==> src/rtl/not_gate.sv <==
// rtl/not_gate.sv - bitwise inverter with registered copy and input toggle counter
module not_gate #(
   parameter int WIDTH = 1,
   parameter int CNT_W = 16
) (
   input  logic             clk,
   input  logic             rst_n,
   input  logic [WIDTH-1:0] in,
   output logic [WIDTH-1:0] out,
   input  logic             in_vld,
   output logic [WIDTH-1:0] out_q,
   output logic             out_q_vld,
   input  logic             cnt_clr,
   output logic [CNT_W-1:0] toggle_cnt
);

   localparam logic [CNT_W-1:0] CNT_MAX = '1;
   localparam logic [CNT_W-1:0] CNT_ONE = CNT_W'(1);

   logic [WIDTH-1:0] last_in;
   logic             toggled;

   assign out     = ~in;
   assign toggled = in_vld && (in != last_in);

   // out_q resets to the inverse of last_in's reset value so the two stay consistent
   always_ff @(posedge clk or negedge rst_n) begin
      if (!rst_n) begin
         out_q     <= '1;
         out_q_vld <= 1'b0;
         last_in   <= '0;
      end else begin
         out_q_vld <= in_vld;
         if (in_vld) begin
            out_q   <= ~in;
            last_in <= in;
         end
      end
   end

   // clear wins over a same-edge toggle; the count saturates instead of wrapping
   always_ff @(posedge clk or negedge rst_n) begin
      if (!rst_n) begin
         toggle_cnt <= '0;
      end else if (cnt_clr) begin
         toggle_cnt <= '0;
      end else if (toggled && (toggle_cnt != CNT_MAX)) begin
         toggle_cnt <= toggle_cnt + CNT_ONE;
      end
   end

endmodule

==> config.mk <==
export PLATFORM = sky130hd
export DESIGN_NAME = not_gate
export DESIGN_NICKNAME = d
export VERILOG_FILES = /design/src/rtl/not_gate.sv
export SDC_FILE = /design/constraint.sdc
export NUM_CORES = 1
export LEC_CHECK = 0
export BUFFER_PORTS_ARGS = -buffer_cell sky130_fd_sc_hd__buf_2
export CORE_UTILIZATION = 45
export CTS_CLUSTER_DIAMETER = 200
export DETAILED_ROUTE_END_ITERATION = 8
export PLACE_DENSITY = 0.72
export SKIP_CTS_REPAIR_TIMING = 1
export SYNTH_ARGS = -nofsm -noshare
export SYNTH_HDL_FRONTEND = slang
export SYNTH_SLANG_ARGS = --single-unit
==> constraint.sdc <==
create_clock -name clk -period 4.9 [get_ports clk]
set_input_delay 0 -clock clk [delete_from_list [all_inputs] [get_ports clk]]
set_output_delay 0 -clock clk [all_outputs]
set_load 0.02 [all_outputs]
==> results.py, run 1 <==
metrics = {
    "run_status": {
        "status": "complete, no violations",
    },
    "cells_and_area": {
        "drive_gt1_share_pct": 32.3,
        "fin_nets": 140,
        "fin_util_pct": 56.4,
        "fin_cells": 161,
        "antenna_cells": 0,
        "fin_area_um2": 1240,
        "syn2layout_area_growth_pct": 19.0,
    },
    "hold_path": {
        "min_path_type": "primary input to flop",
        "worstHoldStart": "cnt_clr",
    },
    "timing": {
        "fmax_ghz": 0.471,
        "timing.slew.headroom_pct": 59.2,
        "rsz0062_at_grt": "false",
        "final_hold_viol_count": 0,
        "period_minus_slack_ns": 2.12,
        "worst_slew_pin_slew_ns": 0.607,
        "setup_viol": 0,
        "tns_ns": 0,
        "period_share_pct": 43.3,
        "slew_violations": 0,
        "clock_skew_ns": 0.0139,
    },
    "routing": {
        "first_iter_violations": 7,
        "vias": 914,
        "viasPerCell": 5.68,
        "drc": 0,
        "drt-wirelength-per-cell_um": 13.6,
        "drt_first_pass_iters": 4,
        "drt_wl_total_um": 2200,
        "ant_nets": 0,
    },
    "global_route": {
        "grt_overflow": 0,
        "grt_use_total_pct": 19.1,
        "grt_pass1_wl_um": 3640,
        "antenna_found_initial": 0,
        "grt_max_degree": 21,
        "grt_pass1_vias": 833,
    },
    "setup_path": {
        "critical_path_class": "flop to flop",
        "cp-startpoint": "toggle_cnt[0]",
        "end_kind": "flop",
        "r2r-start": "toggle_cnt[0]",
        "cp_data_arrival_time_ns": 2.32,
        "critPathLaunchType": "flop",
        "worstPathMaxFanout": 15,
        "crit_required_ns": 5.10,
    },
    "synth": {
        "synth_fp_nets": 113,
        "synth_cell_types": 29,
        "yosysSeqAreaShare_pct": 45.9,
        "yosysWarningCount": 0,
        "synthesis.area_um2": 1040,
        "avgSynthCellArea_um2": 9.71,
        "synth-seq-cells": 19,
        "synthCells": 107,
    },
    "clock_tree": {
        "clk_path_buf_depth": 2,
        "clock_latency_ns": 0.30,
        "clk_pin_slew_ns": 0.12,
        "cts.sinks": 19,
        "cts_root_buf": "clkbuf_4",
        "htree_levels": 1,
        "cts_tree": "built",
        "numCtsBuffers": 3,
    },
    "power": {
        "p_leak_uw": 0.000546,
        "p_per_area_nw_per_um2": 218,
        "power_uw": 270,
        "ir_worst_vdd_v": 0.000122,
    },
    "job": {
        "drv_cap": 0,
    },
    "die": {
        "core-area_um2": 2190,
        "num_io_pins": 24,
        "dieArea_um2": 2500,
        "fp-row-count": 17,
        "start_util_pct": 47.4,
        "die_h_um": 50.0,
        "die_w_um": 50.0,
    },
    "placement": {
        "io_buffers": 23,
        "gp_congestion": 0.813,
        "placed_cells": 154,
        "dpl_cell_area_um2": 1180,
        "dp_hpwl_um": 1530,
    },
}
==> cell usage after synthesis <==
master | count | area share, %
nand2_1 | 6 | 2.2
or4_1 | 7 | 5.1
o41ai_1 | 1 | 0.84
or3b_2 | 1 | 0.84
nor2_1 | 6 | 2.2
o31ai_1 | 7 | 5.1
buf_2 | 1 | 0.48
and4_1 | 1 | 0.84
nor4_1 | 5 | 3.0
a21oi_1 | 12 | 5.8
or4b_2 | 1 | 0.96
or4_2 | 1 | 0.84
or2_2 | 2 | 1.2
o21ai_0 | 4 | 1.9
and3_1 | 1 | 0.60
clkbuf_1 | 3 | 1.1
xor2_1 | 1 | 0.84
and2_1 | 1 | 0.60
nand3_1 | 3 | 1.4
or3_1 | 3 | 1.8
dfstp_2 | 1 | 2.5
buf_4 | 1 | 0.72
nand4_2 | 2 | 2.4
ha_1 | 1 | 1.2
dfrtp_1 | 18 | 43
mux2_2 | 6 | 6.5
nand4_1 | 3 | 1.8
nor2b_1 | 4 | 2.4
inv_1 | 4 | 1.4
==> final timing paths <==
path	slack [ns]	end	depth (start not counted)
worst max-delay path	2.78	toggle_cnt[11]	6
worst min-delay path	0.09	toggle_cnt[14]	2
worst max register to register	2.78	toggle_cnt[11]	6
worst min register to register	0.55	last_in	1
max in group asynchronous	4.42	out_q	2
min in group asynchronous	0.15	toggle_cnt[6]	2
==> metal layers <==
metal / up-vias / GRT usage (%) / wire (um)
met2: 14 / 32.4 / 1010
li1: 456 / - / -
met1: 442 / 23.8 / 1120
met4: 0 / 7.14 / 17
met5: - / 0 / 0
met3: 2 / 3.09 / 54
==> layout make-up <==
class	count	area, um^2
clock buffer	3	22.5
clock inverter	1	5.00
fill	203	955
inverter	4	15.0
multi-input combinational	79	529
sequential	19	477
tap	28	35.0
timing repair buffer	27	153
==> layout by cell type (no fill, tap or decap) <==
cell	n
nor2_1	6
buf_4	1
nor4_1	4
dlygate4sd3_1	3
dfstp_2	1
nand4_2	2
or4b_2	1
or4_2	1
ha_1	1
nand4_1	3
or3_1	3
dfrtp_1	18
and3_1	1
nand2_1	6
nor4_2	1
o21ai_0	4
buf_2	23
and4_1	1
clkinv_2	1
or4_1	7
a21oi_1	12
xor2_1	1
o41ai_1	1
mux2_2	6
nor2b_1	4
nand3_1	3
and2_1	1
inv_1	4
clkbuf_4	3
or3b_2	1
o31ai_1	7
or2_2	2
==> state kept, by name, indices dropped and copies added, names as in the netlist <==
name / cells
toggle_cnt: 16
out_q: 1
out_q_vld: 1
last_in: 1
==> worst max-delay path: stages, from the launching register on <==
cell and delay [ns]:
dfrtp_1 0.42, ha_1 0.22, nand4_2 0.18, nor4_2 0.57
buf_4 0.30, nor4_1 0.08, mux2_2 0.27
==> metrics by stage <==
| step | hold WS [ns] | setup slack (ns) |
|---|---|---|
| global route | 0.142 | 2.62 |
| global placement | -0.0392 | 2.91 |
| CTS | -0.370 | 2.78 |
| floorplan | -0.296 | 2.91 |
| detailed placement | -0.0360 | 2.77 |
| finish | 0.0950 | 2.78 |
==> where the power goes <==
| part | internal (uW) | leakage, uW | switching [uW] |
|---|---|---|---|
| combinational | 9.35 | 0.000271 | 18.2 |
| clock | 30.3 | 0.0000177 | 48.5 |
| sequential | 161 | 0.000257 | 2.46 |
==> logic make-up after synthesis <==
group,synth area share [%]
and+or+nand+nor,28.2
AOI/OAI and AO/OA,13.6
DFF,45.9
buffers and inverters,3.73
muxes,6.51
xor gates and xnor gates,0.844
adders and majority gates,1.20
Note: power is estimated with default switching activity, not from simulation.
==> run 2: changes to the inputs <==
--- a/config.mk
+++ b/config.mk
@@ -5,11 +5,12 @@
 export SDC_FILE = /design/constraint.sdc
 export NUM_CORES = 1
 export LEC_CHECK = 0
+export ABC_AREA = 1
 export BUFFER_PORTS_ARGS = -buffer_cell sky130_fd_sc_hd__buf_2
 export CORE_UTILIZATION = 45
 export CTS_CLUSTER_DIAMETER = 200
 export DETAILED_ROUTE_END_ITERATION = 8
-export PLACE_DENSITY = 0.72
+export PLACE_DENSITY = 0.73
 export SKIP_CTS_REPAIR_TIMING = 1
 export SYNTH_ARGS = -nofsm -noshare
 export SYNTH_HDL_FRONTEND = slang
==> constraint.sdc (replaced) <==
create_clock -name clk -period 1.9 [get_ports clk]
set_input_delay 0 -clock clk [delete_from_list [all_inputs] [get_ports clk]]
set_output_delay 0 -clock clk [all_outputs]
set_load 0.02 [all_outputs]
==> run 2 against run 1 <==
Compared with the run above: first-iteration DRC count rose to 5.7 times the previous value; clock power rose to 2.8 times the previous value; worst setup slack worse by 2.6 ns; non-clock buffer count increased by 3; register-to-register slack lost 2.6 ns; synthesized area rose by 10%; total power grew to 2.8 times the previous value; sequential cell count is the same; global-route usage rose by 4.5 points; largest power group unchanged.
==> results.py, run 2 <==
metrics = {
    "routing": {
        "ant_nets": 0,
        "drt-wirelength-per-cell_um": 13.6,
        "drc": 0,
        "drt_first_pass_iters": 4,
        "drt_wl_total_um": 2890,
        "viasPerCell": 5.37,
        "first_iter_violations": 40,
        "vias": 1143,
    },
    "die": {
        "die_h_um": 52.4,
        "dieArea_um2": 2740,
        "num_io_pins": 24,
        "core-area_um2": 2300,
        "start_util_pct": 49.7,
        "fp-row-count": 17,
        "die_w_um": 52.4,
    },
    "cells_and_area": {
        "ff_latch_area_um2": 477,
        "regMostFlops": "toggle_cnt",
        "fin_util_pct": 59.0,
        "layout_common_cells": "nand2_1 (52), buf_2 (23), dfrtp_1 (18)",
        "antenna_cells": 0,
        "final_common_cell": "nand2_1",
        "syn2layout_area_growth_pct": 18.7,
        "multi_input_area_um2": 581,
        "fin_cells": 213,
        "fin_nets": 192,
        "largest_reg_flops": 16,
        "num-fill-cells": 225,
        "drive_gt1_share_pct": 21.6,
    },
    "power": {
        "p_switching_uw": 219,
        "netSwitchingFraction_pct": 29.3,
        "p_clk_share_pct": 29.2,
        "ir_worst_vdd_v": 0.000564,
        "internal_power_uw": 530,
        "p_leak_uw": 0.000701,
        "pwr-share-comb_pct": 14.3,
        "seq_power_share_pct": 56.5,
        "p_per_area_nw_per_um2": 552,
    },
    "timing": {
        "rsz0062_at_grt": "false",
        "final_hold_viol_count": 0,
        "period_minus_slack_ns": 1.76,
        "period_share_pct": 92.6,
        "fmax_ghz": 0.569,
        "worst_slew_pin_slew_ns": 0.536,
        "slew_violations": 0,
        "timing.slew.headroom_pct": 64.2,
        "setup_viol": 0,
        "clock_skew_ns": 0.00427,
    },
    "synth": {
        "yosysSeqAreaShare_pct": 41.7,
        "yosysWarningCount": 0,
        "synth-seq-cells": 19,
        "synth_ff_type": "dfrtp_1",
        "async_flop_share_pct": 100,
        "synth_edf_count": 0,
        "avgSynthCellArea_um2": 7.42,
        "yosysMostFrequentCell": "nand2_1",
        "synth_area_leaders": "dfrtp_1 (39%), nand2_1 (17%), nand4_1 (6.6%)",
        "synth_fp_nets": 160,
        "yosys.area.top_type_share_pct": 39.4,
        "synthCells": 154,
        "synth_cell_types": 22,
        "synthesis.area_um2": 1140,
        "yosysTopAreaCell": "dfrtp_1",
        "yosys-top-cells-count": "nand2_1 (52), dfrtp_1 (18), nor2_1 (16), inv_1 (14)",
    },
    "setup_path": {
        "critPathLaunchType": "flop",
        "cpPeakStageDelay_ns": 0.43,
        "worst-r2r-setup-slack_ns": 0.14,
        "crit_required_ns": 2.15,
        "r2r-start": "toggle_cnt[0]",
        "reg2regPathDepth": 8,
        "end_kind": "flop",
        "cp_data_arrival_time_ns": 2.01,
        "slowest_stage": "dfrtp_1",
        "cp_num_buf_inv": 0,
        "crit_path_cell_trace": "ha_1 -> nand2_1 -> nor2_2 -> nand2_2 -> nor2_4 -> nor2_2 -> nand4_1 -> nand2_1",
        "worstPathMaxFanout": 13,
        "cp-startpoint": "toggle_cnt[0]",
        "r2r-end": "toggle_cnt[9]",
        "path_delay_family": "simple AND/OR/NAND/NOR gates",
        "critical_path_class": "flop to flop",
    },
    "placement": {
        "gp_congestion": 0.846,
        "io_buffers": 23,
        "placed_cells": 205,
        "dp_hpwl_um": 2020,
    },
    "clock_tree": {
        "cts.sinks": 19,
        "cts_tree": "built",
        "numCtsBuffers": 3,
        "clock_latency_ns": 0.31,
        "clk_pin_slew_ns": 0.12,
        "htree_levels": 1,
        "clk_path_buf_depth": 2,
        "cts_root_buf": "clkbuf_4",
    },
    "global_route": {
        "grt_use_total_pct": 23.6,
        "grt_max_degree": 20,
        "grt_pass1_vias": 1114,
        "grt_pass1_wl_um": 4660,
        "antenna_found_initial": 0,
        "grt_overflow": 0,
    },
    "run_status": {
        "status": "complete, no violations",
    },
    "job": {
        "drv_cap": 0,
    },
    "hold_path": {
        "min_path_type": "primary input to async pin",
    },
}
-- run 2: how the worst max path moves through the flow --
stage                      to  slack (ns)  cells past startpoint
5_1_grt        toggle_cnt[10]       0.009                      8
2_1_floorplan   toggle_cnt[6]        0.25                     10
4_1_cts        toggle_cnt[13]       -0.06                      8
3_3_place_gp   toggle_cnt[15]        0.02                      8
3_5_place_dp   toggle_cnt[13]       -0.05                      8
6_report        toggle_cnt[9]        0.14                      8
-- run 2: kinds of logic (layout without fill, tap and decap cells) --
group / count (synthesis) / after routing / synth area share (%)
AND/OR/NAND/NOR: 98 / 98 / 37.9
flip-flops: 19 / 19 / 41.7
buffers and inverters: 18 / 49 / 7.67
AO/OA/AOI/OAI: 13 / 13 / 7.78
XOR/XNOR: 5 / 5 / 3.83
adder cells (fa/ha/maj): 1 / 1 / 1.10
-- run 2: worst register-to-register path, cell delays in order (launching register included) --
cell     delay (ns)
dfrtp_1        0.43
ha_1           0.23
nand2_1        0.10
nor2_2         0.07
nand2_2        0.12
nor2_4         0.07
nor2_2         0.42
nand4_1        0.16
nand2_1        0.11
-- run 2: cell type report --
cell class              instances  area share [%]
multi-input cells             117            42.8
flip-flops and latches         19            35.1
repair buffers                 30            13.1
inverters                      15            4.34
well taps                      28            2.58
clock buffers                   3            1.66
clock inverters                 1           0.369
-- run 2: power groups by stage --
stage	Clock [uW]	Combinational [uW]	Sequential, uW
after floorplan	0	51.4	445
after global placement	0	97.6	431
after detailed placement	0	98.5	431
after CTS	221	98.3	423
after global routing	238	118	425
final	219	107	423
-- run 2: routing by layer --
layer | routed length, um | GRT usage [%]
met3 | 122 | 3.19
met2 | 1420 | 38.4
met5 | 0 | 0
met4 | 65 | 17.5
met1 | 1280 | 27.9
-- run 2: stage by stage --
stage / cell area [um^2] / total power (uW) / TNS [ns] / hold slack, ns / worst slack [ns]
after floorplan: 1140 / 496 / 0 / -0.296 / 0.253
after global placement: 1280 / 528 / 0 / -0.0411 / 0.0218
after detailed placement: 1280 / 529 / -0.311 / -0.0325 / -0.0469
after CTS: 1310 / 743 / -0.563 / -0.377 / -0.0647
after global routing: 1360 / 781 / 0 / 0.197 / 0.00926
final: 1360 / 749 / 0 / 0.144 / 0.141
==> run 3: changes to the inputs <==
--- a/config.mk
+++ b/config.mk
@@ -11,6 +11,7 @@
 export CTS_CLUSTER_DIAMETER = 200
 export DETAILED_ROUTE_END_ITERATION = 8
 export PLACE_DENSITY = 0.73
+export REMOVE_ABC_BUFFERS = 1
 export SKIP_CTS_REPAIR_TIMING = 1
 export SYNTH_ARGS = -nofsm -noshare
 export SYNTH_HDL_FRONTEND = slang
==> run 3 against run 2 <==
Compared with the run above: clock skew shrank 0.0023 ns; maximum frequency shrank 1.9%; sequential power is essentially flat; critical path depth grew 1; core utilization shrank 0.44 points; register-to-register slack lost 0.03 ns; largest cell class unchanged.
==> results.py, run 3 (synthesis results as in run 2) <==
metrics = {
    "run_status": {
        "status": "complete, no violations",
    },
    "timing": {
        "period_share_pct": 94.4,
        "worst_slew_pin_slew_ns": 0.503,
        "setup_viol": 0,
        "period_minus_slack_ns": 1.79,
        "slew_violations": 0,
        "tns_ns": 0,
        "rsz0062_at_grt": "false",
        "clock_skew_ns": 0.00192,
        "fmax_ghz": 0.558,
        "timing.slew.headroom_pct": 66.4,
        "fin_ws_ns": 0.107,
        "final_hold_viol_count": 0,
    },
    "global_route": {
        "grt_pass1_vias": 985,
        "grt_max_degree": 20,
        "antenna_found_initial": 0,
        "grt_use_total_pct": 21.2,
        "grt_pass1_wl_um": 4260,
        "grt_overflow": 0,
    },
    "clock_tree": {
        "cts_root_buf": "clkbuf_4",
        "cts.sinks": 19,
        "clock_latency_ns": 0.29,
        "htree_levels": 1,
        "cts_tree": "built",
        "numCtsBuffers": 3,
        "clk_pin_slew_ns": 0.11,
        "clk_path_buf_depth": 2,
    },
    "die": {
        "dieArea_um2": 2740,
        "fp-row-count": 17,
        "die_w_um": 52.4,
        "start_util_pct": 49.7,
        "core-area_um2": 2300,
        "die_h_um": 52.4,
        "num_io_pins": 24,
    },
    "placement": {
        "gp_congestion": 0.868,
        "dp_hpwl_um": 1930,
        "placed_cells": 204,
        "place_ws_ns": -0.0404,
        "io_buffers": 23,
    },
    "setup_path": {
        "crit_required_ns": 2.09,
        "r2r-start": "toggle_cnt[0]",
        "end_kind": "flop",
        "critPathLaunchType": "flop",
        "worst-r2r-setup-slack_ns": 0.11,
        "cp_data_arrival_time_ns": 1.98,
        "cp-startpoint": "toggle_cnt[0]",
        "critical_path_class": "flop to flop",
        "worstPathMaxFanout": 13,
        "critPathCapture": "toggle_cnt[10]",
        "reg2regPathDepth": 9,
        "r2r-end": "toggle_cnt[10]",
    },
    "power": {
        "internal_power_uw": 529,
        "p_leak_uw": 0.000693,
        "p_switching_uw": 197,
        "seq_power_share_pct": 58.7,
        "pwr-share-comb_pct": 13.5,
        "p_clk_share_pct": 27.9,
        "ir_worst_vdd_v": 0.000442,
        "power_uw": 727,
        "p_per_area_nw_per_um2": 540,
        "netSwitchingFraction_pct": 27.1,
    },
    "routing": {
        "drt-wirelength-per-cell_um": 12.6,
        "viasPerCell": 5.19,
        "drc": 0,
        "drt_first_pass_iters": 4,
        "ant_nets": 0,
        "drt_wl_total_um": 2660,
        "first_iter_violations": 37,
        "vias": 1100,
    },
    "cells_and_area": {
        "regMostFlops": "toggle_cnt",
        "largest_reg_flops": 16,
        "fin_cells": 212,
        "antenna_cells": 0,
        "drive_gt1_share_pct": 20.7,
        "syn2layout_area_growth_pct": 17.9,
        "final_common_cell": "nand2_1",
        "multi_input_area_um2": 581,
        "layout_common_cells": "nand2_1 (52), buf_2 (23), dfrtp_1 (18)",
        "ff_latch_area_um2": 477,
        "num-fill-cells": 206,
        "fin_nets": 191,
    },
    "hold_path": {
        "min_path_type": "primary input to async pin",
    },
    "job": {
        "drv_cap": 0,
    },
}
[run 3: cell count changes in the layout (fill, tap and decap cells not counted)]
cell      change
clkbuf_1      +1
buf_4         -1
inv_4         -1
[run 3: worst min-delay path by stage]
| stage | end | startpoint | cells after the start | slack, ns |
|---|---|---|---|---|
| 6_report | toggle_cnt[13] | rst_n | 2 | 0.17 |
| 5_1_grt | toggle_cnt[6] | rst_n | 2 | 0.21 |
| 4_1_cts | toggle_cnt[13] | rst_n | 1 | -0.36 |
| 3_5_place_dp | toggle_cnt[6] | rst_n | 1 | -0.03 |
| 3_3_place_gp | toggle_cnt[5] | rst_n | 1 | -0.04 |
| 2_1_floorplan | last_in | rst_n | 0 | -0.30 |
[run 3: cell type report]
type / count / share of cell area, %
inverter: 15 / 4.28
timing repair buffer: 29 / 12.6
sequential: 19 / 35.4
clock buffer: 4 / 1.95
multi-input combinational: 117 / 43.1
tap: 28 / 2.60
[run 3: per-layer routing]
metal	up-vias	GRT usage [%]	share of wire, %
met5	-	0	0
met4	0	6.58	0.64
met1	511	26.1	46
met2	31	36.9	49
met3	2	3.77	4.9
li1	556	-	-
[run 3: critical path: stages, from the launching register on]
cell and delay, ns:
dfrtp_1 0.42, ha_1 0.24, nand2_1 0.11, nor2_2 0.07, nand2_2 0.12, nor2_4 0.06, o21ai_4 0.23, clkinv_2 0.26
nand2_1 0.12, nand2_1 0.06
[run 3: stage by stage]
| step | instance area, um^2 | utilization [%] | hold WS (ns) |
|---|---|---|---|
| after CTS | 1300 | 56.8 | -0.359 |
| after global routing | 1350 | 58.6 | 0.215 |
| after detailed placement | 1280 | 55.6 | -0.0329 |
| after global placement | 1280 | 55.6 | -0.0369 |
| final | 1350 | 58.6 | 0.166 |
| after floorplan | 1110 | - | -0.296 |
[run 3: power by group through the flow]
stage	clock (uW)	combinational [uW]	sequential (uW)
3_3_place_gp	0	89.6	433
4_1_cts	210	91.4	426
2_1_floorplan	0	40.6	445
5_1_grt	225	106	428
6_report	203	97.7	426
3_5_place_dp	0	91.1	434
